`config.mk`:
```
export PLATFORM = sky130hd
export DESIGN_NAME = id_ex_register_flat
export DESIGN_NICKNAME = d
export VERILOG_FILES = /design/src/rtl/id_ex_register_if.sv /design/src/rtl/id_ex_register.sv /design/src/flat_wrapper.sv
export SDC_FILE = /design/constraint.sdc
export NUM_CORES = 1
export LEC_CHECK = 0
export CORE_ASPECT_RATIO = 1.1
export CORE_MARGIN = 2
export CORE_UTILIZATION = 36
export DETAILED_ROUTE_END_ITERATION = 7
export PLACE_DENSITY = 0.82
export SYNTH_ARGS = -nofsm -noshare
export SYNTH_HDL_FRONTEND = slang
export SYNTH_SLANG_ARGS = --single-unit
```
`constraint.sdc`:
```
create_clock -name clk_i -period 3.6 [get_ports clk_i]
set_input_delay 0.36 -clock clk_i [delete_from_list [all_inputs] [get_ports clk_i]]
set_output_delay 0.36 -clock clk_i [all_outputs]
set_load 0.01 [all_outputs]
```
`src/rtl/id_ex_register_if.sv`:
```
// ID/EX pipeline register bus.
// Carries the ID-stage fields into the register and the registered
// EX-stage fields back out, together with the stall/flush controls.
//   master : ID/hazard side; drives the *_i fields and stall/flush,
//            observes the registered *_o fields
//   slave  : the pipeline register itself
interface id_ex_register_if #(
    parameter int unsigned DATA_W = 32,
    parameter int unsigned REG_W  = 5
);
    // Pipeline control
    logic              stall_i;
    logic              flush_i;

    // ID-stage fields
    logic              RegWrite_i;
    logic              MemtoReg_i;
    logic              MemRead_i;
    logic              MemWrite_i;
    logic              ALUSrc_i;
    logic              RegDst_i;
    logic [1:0]        ALUOp_i;
    logic [DATA_W-1:0] RSdata_i;
    logic [DATA_W-1:0] RTdata_i;
    logic [DATA_W-1:0] imm_i;
    logic [REG_W-1:0]  rs_i;
    logic [REG_W-1:0]  rt_i;
    logic [REG_W-1:0]  rd_i;

    // Registered EX-stage fields
    logic              RegWrite_o;
    logic              MemtoReg_o;
    logic              MemRead_o;
    logic              MemWrite_o;
    logic              ALUSrc_o;
    logic              RegDst_o;
    logic [1:0]        ALUOp_o;
    logic [DATA_W-1:0] RSdata_o;
    logic [DATA_W-1:0] RTdata_o;
    logic [DATA_W-1:0] imm_o;
    logic [REG_W-1:0]  IdEx_rs_o;
    logic [REG_W-1:0]  IdEx_rt_o;
    logic [REG_W-1:0]  IdEx_rd_o;
    logic              valid_o;

    modport master (
        output stall_i, flush_i,
        output RegWrite_i, MemtoReg_i, MemRead_i, MemWrite_i, ALUSrc_i, RegDst_i,
        output ALUOp_i, RSdata_i, RTdata_i, imm_i, rs_i, rt_i, rd_i,
        input  RegWrite_o, MemtoReg_o, MemRead_o, MemWrite_o, ALUSrc_o, RegDst_o,
        input  ALUOp_o, RSdata_o, RTdata_o, imm_o,
        input  IdEx_rs_o, IdEx_rt_o, IdEx_rd_o, valid_o
    );

    modport slave (
        input  stall_i, flush_i,
        input  RegWrite_i, MemtoReg_i, MemRead_i, MemWrite_i, ALUSrc_i, RegDst_i,
        input  ALUOp_i, RSdata_i, RTdata_i, imm_i, rs_i, rt_i, rd_i,
        output RegWrite_o, MemtoReg_o, MemRead_o, MemWrite_o, ALUSrc_o, RegDst_o,
        output ALUOp_o, RSdata_o, RTdata_o, imm_o,
        output IdEx_rs_o, IdEx_rt_o, IdEx_rd_o, valid_o
    );
endinterface

```
`src/rtl/id_ex_register.sv`:
```
// ID/EX pipeline register of the five-stage MIPS pipeline.
// Captures decoded control, operands, immediate and register indices from
// ID and presents them to EX one cycle later. Priority per edge:
// reset > flush (bubble) > stall (hold) > load.
//   clk_i : pipeline clock, rising edge
//   rst_i : asynchronous active-high reset, clears every output
//   idEx  : slave side of id_ex_register_if (ID fields in, EX fields out,
//           stall_i / flush_i controls)
module id_ex_register #(
    parameter int unsigned DATA_W = 32,
    parameter int unsigned REG_W  = 5
) (
    input  logic               clk_i,
    input  logic               rst_i,
    id_ex_register_if.slave    idEx
);

    typedef struct packed {
        logic       regWrite;
        logic       memtoReg;
        logic       memRead;
        logic       memWrite;
        logic       aluSrc;
        logic       regDst;
        logic [1:0] aluOp;
    } ctrlT;

    ctrlT              ctrlD;
    ctrlT              ctrlQ;
    logic [REG_W-1:0]  rsQ;
    logic [REG_W-1:0]  rtQ;
    logic [REG_W-1:0]  rdQ;
    logic              validQ;
    logic [DATA_W-1:0] rsDataQ;
    logic [DATA_W-1:0] rtDataQ;
    logic [DATA_W-1:0] immQ;
    logic              loadEn;

    // Pack incoming control bits
    always_comb begin
        ctrlD          = '0;
        ctrlD.regWrite = idEx.RegWrite_i;
        ctrlD.memtoReg = idEx.MemtoReg_i;
        ctrlD.memRead  = idEx.MemRead_i;
        ctrlD.memWrite = idEx.MemWrite_i;
        ctrlD.aluSrc   = idEx.ALUSrc_i;
        ctrlD.regDst   = idEx.RegDst_i;
        ctrlD.aluOp    = idEx.ALUOp_i;
    end

    assign loadEn = !idEx.flush_i && !idEx.stall_i;

    // Control, indices and valid: a bubble zeroes them so it never writes
    // state and never matches a forwarding/hazard compare
    always_ff @(posedge clk_i or posedge rst_i) begin
        if (rst_i) begin
            ctrlQ  <= '0;
            rsQ    <= '0;
            rtQ    <= '0;
            rdQ    <= '0;
            validQ <= 1'b0;
        end else if (idEx.flush_i) begin
            ctrlQ  <= '0;
            rsQ    <= '0;
            rtQ    <= '0;
            rdQ    <= '0;
            validQ <= 1'b0;
        end else if (loadEn) begin
            ctrlQ  <= ctrlD;
            rsQ    <= idEx.rs_i;
            rtQ    <= idEx.rt_i;
            rdQ    <= idEx.rd_i;
            validQ <= 1'b1;
        end
    end

    // Operand data: don't-care under a bubble, so it simply holds on flush
    always_ff @(posedge clk_i or posedge rst_i) begin
        if (rst_i) begin
            rsDataQ <= '0;
            rtDataQ <= '0;
            immQ    <= '0;
        end else if (loadEn) begin
            rsDataQ <= idEx.RSdata_i;
            rtDataQ <= idEx.RTdata_i;
            immQ    <= idEx.imm_i;
        end
    end

    // Outputs straight from flops
    assign idEx.RegWrite_o = ctrlQ.regWrite;
    assign idEx.MemtoReg_o = ctrlQ.memtoReg;
    assign idEx.MemRead_o  = ctrlQ.memRead;
    assign idEx.MemWrite_o = ctrlQ.memWrite;
    assign idEx.ALUSrc_o   = ctrlQ.aluSrc;
    assign idEx.RegDst_o   = ctrlQ.regDst;
    assign idEx.ALUOp_o    = ctrlQ.aluOp;
    assign idEx.RSdata_o   = rsDataQ;
    assign idEx.RTdata_o   = rtDataQ;
    assign idEx.imm_o      = immQ;
    assign idEx.IdEx_rs_o  = rsQ;
    assign idEx.IdEx_rt_o  = rtQ;
    assign idEx.IdEx_rd_o  = rdQ;
    assign idEx.valid_o    = validQ;

endmodule
```
`src/flat_wrapper.sv`:
```
// flat-port wrapper written by rule: the top's interface ports become plain ports
module id_ex_register_flat 
#(
    parameter int unsigned DATA_W = 32,
    parameter int unsigned REG_W  = 5
)
  (clk_i, rst_i, idEx_stall_i, idEx_flush_i, idEx_RegWrite_i, idEx_MemtoReg_i, idEx_MemRead_i, idEx_MemWrite_i, idEx_ALUSrc_i, idEx_RegDst_i, idEx_ALUOp_i, idEx_RSdata_i, idEx_RTdata_i, idEx_imm_i, idEx_rs_i, idEx_rt_i, idEx_rd_i, idEx_RegWrite_o, idEx_MemtoReg_o, idEx_MemRead_o, idEx_MemWrite_o, idEx_ALUSrc_o, idEx_RegDst_o, idEx_ALUOp_o, idEx_RSdata_o, idEx_RTdata_o, idEx_imm_o, idEx_IdEx_rs_o, idEx_IdEx_rt_o, idEx_IdEx_rd_o, idEx_valid_o);
  id_ex_register_if #(.DATA_W(DATA_W), .REG_W(REG_W)) idEx_i ();
  input  logic clk_i;
  input  logic rst_i;
  input wire logic [$bits(idEx_i.stall_i)-1:0] idEx_stall_i;
  input wire logic [$bits(idEx_i.flush_i)-1:0] idEx_flush_i;
  input wire logic [$bits(idEx_i.RegWrite_i)-1:0] idEx_RegWrite_i;
  input wire logic [$bits(idEx_i.MemtoReg_i)-1:0] idEx_MemtoReg_i;
  input wire logic [$bits(idEx_i.MemRead_i)-1:0] idEx_MemRead_i;
  input wire logic [$bits(idEx_i.MemWrite_i)-1:0] idEx_MemWrite_i;
  input wire logic [$bits(idEx_i.ALUSrc_i)-1:0] idEx_ALUSrc_i;
  input wire logic [$bits(idEx_i.RegDst_i)-1:0] idEx_RegDst_i;
  input wire logic [$bits(idEx_i.ALUOp_i)-1:0] idEx_ALUOp_i;
  input wire logic [$bits(idEx_i.RSdata_i)-1:0] idEx_RSdata_i;
  input wire logic [$bits(idEx_i.RTdata_i)-1:0] idEx_RTdata_i;
  input wire logic [$bits(idEx_i.imm_i)-1:0] idEx_imm_i;
  input wire logic [$bits(idEx_i.rs_i)-1:0] idEx_rs_i;
  input wire logic [$bits(idEx_i.rt_i)-1:0] idEx_rt_i;
  input wire logic [$bits(idEx_i.rd_i)-1:0] idEx_rd_i;
  output wire logic [$bits(idEx_i.RegWrite_o)-1:0] idEx_RegWrite_o;
  output wire logic [$bits(idEx_i.MemtoReg_o)-1:0] idEx_MemtoReg_o;
  output wire logic [$bits(idEx_i.MemRead_o)-1:0] idEx_MemRead_o;
  output wire logic [$bits(idEx_i.MemWrite_o)-1:0] idEx_MemWrite_o;
  output wire logic [$bits(idEx_i.ALUSrc_o)-1:0] idEx_ALUSrc_o;
  output wire logic [$bits(idEx_i.RegDst_o)-1:0] idEx_RegDst_o;
  output wire logic [$bits(idEx_i.ALUOp_o)-1:0] idEx_ALUOp_o;
  output wire logic [$bits(idEx_i.RSdata_o)-1:0] idEx_RSdata_o;
  output wire logic [$bits(idEx_i.RTdata_o)-1:0] idEx_RTdata_o;
  output wire logic [$bits(idEx_i.imm_o)-1:0] idEx_imm_o;
  output wire logic [$bits(idEx_i.IdEx_rs_o)-1:0] idEx_IdEx_rs_o;
  output wire logic [$bits(idEx_i.IdEx_rt_o)-1:0] idEx_IdEx_rt_o;
  output wire logic [$bits(idEx_i.IdEx_rd_o)-1:0] idEx_IdEx_rd_o;
  output wire logic [$bits(idEx_i.valid_o)-1:0] idEx_valid_o;
  assign idEx_i.stall_i = idEx_stall_i;
  assign idEx_i.flush_i = idEx_flush_i;
  assign idEx_i.RegWrite_i = idEx_RegWrite_i;
  assign idEx_i.MemtoReg_i = idEx_MemtoReg_i;
  assign idEx_i.MemRead_i = idEx_MemRead_i;
  assign idEx_i.MemWrite_i = idEx_MemWrite_i;
  assign idEx_i.ALUSrc_i = idEx_ALUSrc_i;
  assign idEx_i.RegDst_i = idEx_RegDst_i;
  assign idEx_i.ALUOp_i = idEx_ALUOp_i;
  assign idEx_i.RSdata_i = idEx_RSdata_i;
  assign idEx_i.RTdata_i = idEx_RTdata_i;
  assign idEx_i.imm_i = idEx_imm_i;
  assign idEx_i.rs_i = idEx_rs_i;
  assign idEx_i.rt_i = idEx_rt_i;
  assign idEx_i.rd_i = idEx_rd_i;
  assign idEx_RegWrite_o = idEx_i.RegWrite_o;
  assign idEx_MemtoReg_o = idEx_i.MemtoReg_o;
  assign idEx_MemRead_o = idEx_i.MemRead_o;
  assign idEx_MemWrite_o = idEx_i.MemWrite_o;
  assign idEx_ALUSrc_o = idEx_i.ALUSrc_o;
  assign idEx_RegDst_o = idEx_i.RegDst_o;
  assign idEx_ALUOp_o = idEx_i.ALUOp_o;
  assign idEx_RSdata_o = idEx_i.RSdata_o;
  assign idEx_RTdata_o = idEx_i.RTdata_o;
  assign idEx_imm_o = idEx_i.imm_o;
  assign idEx_IdEx_rs_o = idEx_i.IdEx_rs_o;
  assign idEx_IdEx_rt_o = idEx_i.IdEx_rt_o;
  assign idEx_IdEx_rd_o = idEx_i.IdEx_rd_o;
  assign idEx_valid_o = idEx_i.valid_o;
  id_ex_register #(.DATA_W(DATA_W), .REG_W(REG_W)) u_core (.clk_i(clk_i), .rst_i(rst_i), .idEx(idEx_i));
endmodule
```
* Yosys cells after proc, flatten, opt, wreduce, memory -nomap -nowiden
Index checks and enable logic that the tools add are counted.
Word-level totals: RAM bits 0, bits in latches 0, bits in read-only memories 0, register bits 120, output and inout port bits 120, word-level logic and storage cells 28, input port bits 123, memories 0
Operators by class: equal/unequal tests 0, reductions and logical operators 4, shift operators 0, add/sub/neg operators 0, mux-type cells 10, bitwise logic cells 0, multiply operators 0, order comparisons 0, divide/modulo/power cells 0
Operators by type and width (number):
- 5-bit two-way mux | 6
- 8-bit two-way mux | 2
- 1-bit logical NOT | 2
- 1-bit two-way mux | 2
- 2-bit nonzero test | 1
- 1-bit logical AND | 1

* Longest topological paths before layout
Gate-level depths: netlist (run 1).
depth in word-level cells 4, gate-level depth with buffers 5, mapped depth without buffers 2

* Least setup slack after synthesis (run 1)
No wires, ideal clock.
path type input to register, start input port idEx_flush_i, end register u_core.rsDataQ[23], in the netlist u_core.idEx.RSdata_o[23], slack 2.259 ns, data required time 3.475 ns, buffers on the path 3, stages on the path 5, setup time 0.125 ns, data arrival time 1.216 ns, cells stage by stage buf_6 > nor2_8 > buf_6 > buf_12 > mux2_4
On the way: longest elaborated chain between the ends 2
Ends and longest elaborated chain:
- start: declaration | RTL line flat_wrapper.sv:12 | input wire logic [$bits(idEx_i.flush_i)-1:0] idEx_flush_i;
- 1-bit logical NOT | RTL line id_ex_register.sv:51 | assign loadEn = !idEx.flush_i && !idEx.stall_i;
- 1-bit logical AND | RTL line id_ex_register.sv:51
- end signal: assignment | RTL line id_ex_register.sv:84 | rsDataQ <= idEx.RSdata_i;
- end: declaration | RTL line id_ex_register.sv:34 | logic [DATA_W-1:0] rsDataQ;
Every way passes these cells. A chain may end at the register's enable or synchronous reset.

* Final worst setup path (run 1)
start input port idEx_flush_i, end register u_core.rsDataQ[17], in the netlist u_core.idEx.RSdata_o[17]
The elaborated chain is that of the path after synthesis.

==> results by group, run 1 <==
Critical path
  • CP peak stage delay: approximately 410 ps
  • Worst r2r path cells: 1
  • Cell family with the largest share of critical-path delay: buffers and inverters
  • Worst EP arrival: about 2100 ps
  • Crit path to: u_core.idEx.RSdata_o[17]
  • CP Capture Type: flip-flop
  • R2R setup slack: ~2800 ps
  • Crit-path cells: clkdlybuf4s50_1, buf_4, nor2_8, buf_12, mux2_2
  • Required @ worst endpoint: 3890 ps
  • R2R Path End: u_core.idEx.RTdata_o[27]
  • Number of cells on the critical path: 5
  • Crit start category: input pin
  • Worst flop-to-flop path startpoint: u_core.idEx.RTdata_o[27]
  • Max Fanout on Critical Path: 96
  • Crit path from: idEx_flush_i
  • Slowest CP cell: buf_12
  • Kind of critical path: in2reg
  • CP Buf/Inv Count: 3

Global routing
  • Gr ovfl total: 0
  • First-pass GRT wire length: 19100 µm
  • Largest net degree at the start of global routing: 97
  • Vias in the first global route: roughly 3600
  • GR Util met1: between 10% and 20%
  • Initial antenna violation count: 0
  • GRT Overall Usage: between 10% and 20%
  • Most used routing layer in global routing: met2
  • Met3 Use GR: 6.52%
  • Routing usage on met2: between 30% and 40%

Outcome
  • Outcome: finished clean

Clock tree
  • # resized after CTS: 0
  • Worst-skew pair later-pin latency: 400 ps
  • # H-tree levels: 4
  • Max Root-Sink Buffers: 2
  • Clk pin slew, worst setup/hold paths: around 50 ps
  • Setup bufs post-CTS: 0
  • CTS Buf Count: 17
  • Sink Count: 120
  • CTS tree: yes
  • Hold buffers post-CTS: 0
  • CTS root buffer: clkbuf_16

Finish
  • Final nets: about 650
  • Commonest non-fill, non-tap cell in the layout: clkdlybuf4s50_1
  • Most frequent cells in the layout: clkdlybuf4s50_1 (242), dfrtp_1 (120), mux2_2 (56), mux2_4 (40)
  • Layout cells sized above 1: a little under a quarter
  • Diodes inserted: 0
  • Non-Filler Instances: 705
  • Fin util: between 60 and 70%
  • Area growth from synthesis to layout: 65.6%

Detailed routing
  • Routed Antenna Nets: 0
  • DR iter-0 viols: 100
  • Vias per inst: 4.61
  • Total wire length: 12000 µm
  • Drt first pass iters: 4
  • Vias post-DR: 3251
  • DR WL/cell: ~17 µm
  • Post-route DRC violation count: 0

Floorplan
  • Core area: ~13000 µm²
  • Site row count: 44
  • Die Width: between 100 and 150 µm
  • Initial core utilization: ~36%
  • DIE AREA: between 10000 and 15000 µm²
  • Die Span Y: approximately 120 µm
  • IO Count: 243

STA
  • Final WS setup: about 1800 ps
  • Fin. max-slew vios: 0
  • Worst slew margin: between 50 and 60%
  • Number of failing hold endpoints at the final stage: 0
  • Clock skew: 0 ps
  • Final min period: about 1800 ps
  • RSZ-0062 raised after global routing: no
  • Measured slew at the worst slew-check pin: around 730 ps
  • Final Cycle Share: between 50% and 60%
  • Final Setup Violations: 0
  • Setup TNS: 0 ps
  • Max Freq: approximately 550 MHz

Place
  • Final Wtd Congestion: 0.771
  • Placed insts: between 600 and 700
  • Port bufs: 242
  • DP HPWL: approximately 8500 µm
  • Placement Setup Slack: around 1400 ps

Run
  • Max-Cap Viols: 0

Synthesis
  • Cell area after synthesis: 4750 µm²
  • Mean post-synth cell area: roughly 17 µm²
  • Flops & latches, synth: 120
  • Synth warn: 0
  • Seq/Total Area, Yosys: roughly 63%
  • Synth Instances: 282
  • Netlist cell types: 13
  • Post-Syn Nets: 405

Power
  • Pwr/cell area: around 540 nW/µm²
  • Worst vdd rail ir drop: about 0.28 mV
  • Leakage power: approximately 3.4 nW
  • Total design power: 4.25 mW

Worst hold path
  • Hold WC Path Type: in2async
==> routing by layer <==
| layer | share of wire, % | vias up |
|---|---|---|
| met5 | 0 | - |
| met4 | 2.5 | 0 |
| met3 | 7.7 | 21 |
| met2 | 53 | 138 |
| met1 | 37 | 1619 |
| li1 | - | 1473 |
==> worst min-delay path by stage <==
stage                               end  cells past startpoint
4_1_cts        u_core.idEx.RSdata_o[19]                      2
6_report       u_core.idEx.RSdata_o[19]                      2
5_1_grt        u_core.idEx.RSdata_o[21]                      2
2_1_floorplan  u_core.idEx.RSdata_o[23]                      1
3_5_place_dp   u_core.idEx.RTdata_o[28]                      1
3_3_place_gp    u_core.idEx.RSdata_o[3]                      1
==> Yosys cell counts <==
| cell type | number | share of area, % |
|---|---|---|
| mux2_2 | 56 | 13 |
| a21oi_1 | 1 | 0.11 |
| buf_2 | 1 | 0.11 |
| clkbuf_1 | 2 | 0.16 |
| mux2_4 | 40 | 13 |
| nor2_1 | 23 | 1.8 |
| nor2_8 | 1 | 0.42 |
| dfrtp_1 | 120 | 63 |
| buf_12 | 4 | 1.7 |
| buf_4 | 6 | 0.95 |
| mux2i_1 | 23 | 4.8 |
| buf_6 | 3 | 0.71 |
| inv_1 | 2 | 0.16 |
==> where the power goes <==
part	switching, mW	internal (mW)
clock	0.564	1.16
combinational	0.306	0.595
sequential	0.0956	1.53
total	0.966	3.28
==> cell families (layout without fill, tap and decap cells) <==
kind of cell    Yosys count  after routing  synth area share [%]
compound gates            1              1                 0.105
buf+inv                  18            280                  3.76
flops                   120            120                  63.2
mux                     119            119                  30.7
simple gates             24             24                  2.24
==> stage by stage <==
| stage | instance area, µm² | hold slack [ps] |
|---|---|---|
| floorplan | 4750 | 508 |
| global placement | 7260 | 490 |
| detailed placement | 7260 | 493 |
| CTS | 7880 | 450 |
| global route | 7880 | 479 |
| finish | 7880 | 421 |
==> area by class of cell <==
cell class | count | area [µm²]
clock inverter | 7 | 115
fill | 976 | 5170
timing repair buffer | 246 | 2480
sequential | 120 | 3000
clock buffer | 25 | 495
tap | 161 | 201
inverter | 2 | 10.0
multi-input combinational | 144 | 1570
==> state kept, by name (all words and copies together) (netlist names) <==
register / flops
u_core.idEx.RSdata_o: 32
u_core.idEx.RTdata_o: 32
u_core.idEx.imm_o: 32
u_core.idEx.IdEx_rd_o: 5
u_core.idEx.IdEx_rs_o: 5
u_core.idEx.IdEx_rt_o: 5
u_core.idEx.ALUOp_o: 2
u_core.idEx.ALUSrc_o: 1
u_core.idEx.MemRead_o: 1
u_core.idEx.MemWrite_o: 1
u_core.idEx.MemtoReg_o: 1
u_core.idEx.RegDst_o: 1
u_core.idEx.RegWrite_o: 1
u_core.idEx.valid_o: 1
Note: power is estimated with default switching activity, not from simulation.
==> run 2, diff against run 1 <==
- clock period: 3.6 -> 1.5 ns (I/O delays scaled with it)
==> run 2 against run 1 <==
Effect of this change: first-iteration DRC count rose by 10%; non-clock buffer count rose by 7; critical path depth fell by 4; setup slack got worse by 1700 ps; worst hold slack got worse by 220 ps; power rose by 140%; clock power rose to 2.5 times the previous value; sequential cell count did not move; die area did not move; clock-buffer cell count fell by 4; clock skew did not move; wire length rose by 0.77%; largest cell class unchanged; highest routed layer unchanged.
==> results by group, run 2 (synthesized netlist as in run 1, its figures left out) <==
Place
  • Placed insts: just under 700
  • Placement Setup Slack: -226 ps
  • DP HPWL: roughly 9000 µm
  • Final Wtd Congestion: between 0.7 and 0.8
  • Port bufs: 242

Detailed routing
  • Routed Antenna Nets: 0
  • Drt first pass iters: 4
  • DR iter-0 viols: 110
  • Vias post-DR: about 3300
  • Total wire length: 12100 µm
  • DR WL/cell: 17.0 µm
  • Vias per inst: roughly 4.6
  • Post-route DRC violation count: 0

Outcome
  • Outcome: finished clean

STA
  • Final Cycle Share: a little over nine tenths
  • Final Setup Violations: 0
  • Number of failing hold endpoints at the final stage: 0
  • Worst slew margin: around three quarters
  • Final min period: about 1500 ps
  • Fin. max-slew vios: 0
  • Final WS setup: 39.5 ps
  • Max Freq: between 600 and 700 MHz
  • Measured slew at the worst slew-check pin: 401 ps
  • Clock skew: 0 ps

Clock tree
  • Clk pin slew, worst setup/hold paths: roughly 60 ps
  • CTS Buf Count: 17
  • Sink Count: 120
  • CTS root buffer: clkbuf_16
  • Max Root-Sink Buffers: 2
  • Worst-skew pair later-pin latency: 400 ps
  • # H-tree levels: 4
  • CTS tree: yes
  • Hold buffers post-CTS: 0

Critical path
  • Crit start category: flip-flop
  • Cell family with the largest share of critical-path delay: buffers and inverters
  • R2R setup slack: just over 700 ps
  • Kind of critical path: reg2out
  • R2R Path End: u_core.idEx.RSdata_o[28]
  • Worst flop-to-flop path startpoint: u_core.idEx.RSdata_o[28]
  • Worst r2r path cells: 1
  • Crit-path cells: clkdlybuf4s50_1
  • CP Buf/Inv Count: 1
  • Max Fanout on Critical Path: 2
  • Required @ worst endpoint: ~1400 ps
  • Slowest CP cell: clkdlybuf4s50_1
  • CP Capture Type: output port
  • CP peak stage delay: 550 ps
  • Worst EP arrival: ~1300 ps

Power
  • Comb power frac: between 20% and 30%
  • Switching share of total power: between 20% and 30%
  • Clock network power share: approximately two fifths
  • Worst vdd rail ir drop: about 0.72 mV
  • Leakage power: 3.99 nW
  • P_int: 7.96 mW
  • Pwr/cell area: 1270 nW/µm²
  • Seq pwr share: 37.7%
  • Total net switching power: ~2.4 mW

Finish
  • Layout cells sized above 1: between 20% and 30%
  • Non-Filler Instances: 712
  • Diodes inserted: 0
  • Fin util: 62.1%
  • Area growth from synthesis to layout: 70.3%
  • Most frequent cells in the layout: clkdlybuf4s50_1 (187), dfrtp_1 (120), mux2_2 (56), dlymetal6s2s_1 (49), mux2_4 (40)
  • Final nets: about 660
  • Commonest non-fill, non-tap cell in the layout: clkdlybuf4s50_1

Global routing
  • Initial antenna violation count: 0
  • First-pass GRT wire length: approximately 19000 µm
  • GRT Overall Usage: roughly 18%
  • Gr ovfl total: 0
  • Largest net degree at the start of global routing: between 60 and 70
  • Vias in the first global route: between 3000 and 4000

Floorplan
  • Die Width: ~110 µm
  • IO Count: between 200 and 250
  • Core area: around 13000 µm²
  • DIE AREA: ~14000 µm²
  • Initial core utilization: a little over a third
  • Die Span Y: 125 µm
  • Site row count: between 40 and 50

Worst hold path
  • Hold WC Path Type: in2async

Run
  • Max-Cap Viols: 0
run 2: worst max path at each step:
stage	slack, ps	endpoint	startpoint	cells past startpoint
2_1_floorplan	-120	u_core.idEx.ALUOp_o[0]	rst_i	1
3_3_place_gp	-180	u_core.idEx.imm_o[1]	idEx_flush_i	4
3_5_place_dp	-230	u_core.idEx.RSdata_o[2]	idEx_flush_i	4
4_1_cts	0.9	idEx_RTdata_o[0]	u_core.idEx.RTdata_o[0]	1
5_1_grt	-20	idEx_RSdata_o[0]	u_core.idEx.RSdata_o[0]	1
6_report	40	idEx_RSdata_o[0]	u_core.idEx.RSdata_o[0]	1
run 2: area by class of cell:
type	instances	area, µm²
Sequential cell	120	3000
Fill cell	1022	4950
Tap cell	161	201
Inverter	2	11.3
Clock buffer	21	470
Clock inverter	11	170
Timing Repair Buffer	253	2670
Multi-Input combinational cell	144	1570
run 2: metrics by stage:
step	instance area [µm²]	power (mW)	hold slack, ps	TNS [ps]
2_1_floorplan	4760	4.80	298	-14320
3_3_place_gp	7340	6.07	491	-15070
3_5_place_dp	7340	6.14	495	-18510
4_1_cts	7980	10.5	207	0
5_1_grt	8100	10.8	221	-17.1
6_report	8100	10.3	204	0
run 2: layer usage:
layer	vias to the layer above	track usage (%)	routed length [µm]
met3	32	6.96	1010
li1	1488	-	-
met4	0	9.11	426
met5	-	0	0
met1	1608	20.2	4570
met2	143	29.2	6120
run 2: power by group through the flow:
stage	combinational [mW]	sequential [mW]	clock (mW)
final	2.12	3.89	4.32
after detailed placement	2.19	3.94	0
after floorplan	0.679	4.12	0
after global routing	2.25	3.95	4.57
after global placement	2.15	3.92	0
after CTS	2.19	3.90	4.41
run 2: repair_timing:
item | in CTS | in global routing
endpoints found under the setup margin | 6 | 49
setup buffers | 0 | 0
resized for setup | 6 | 49
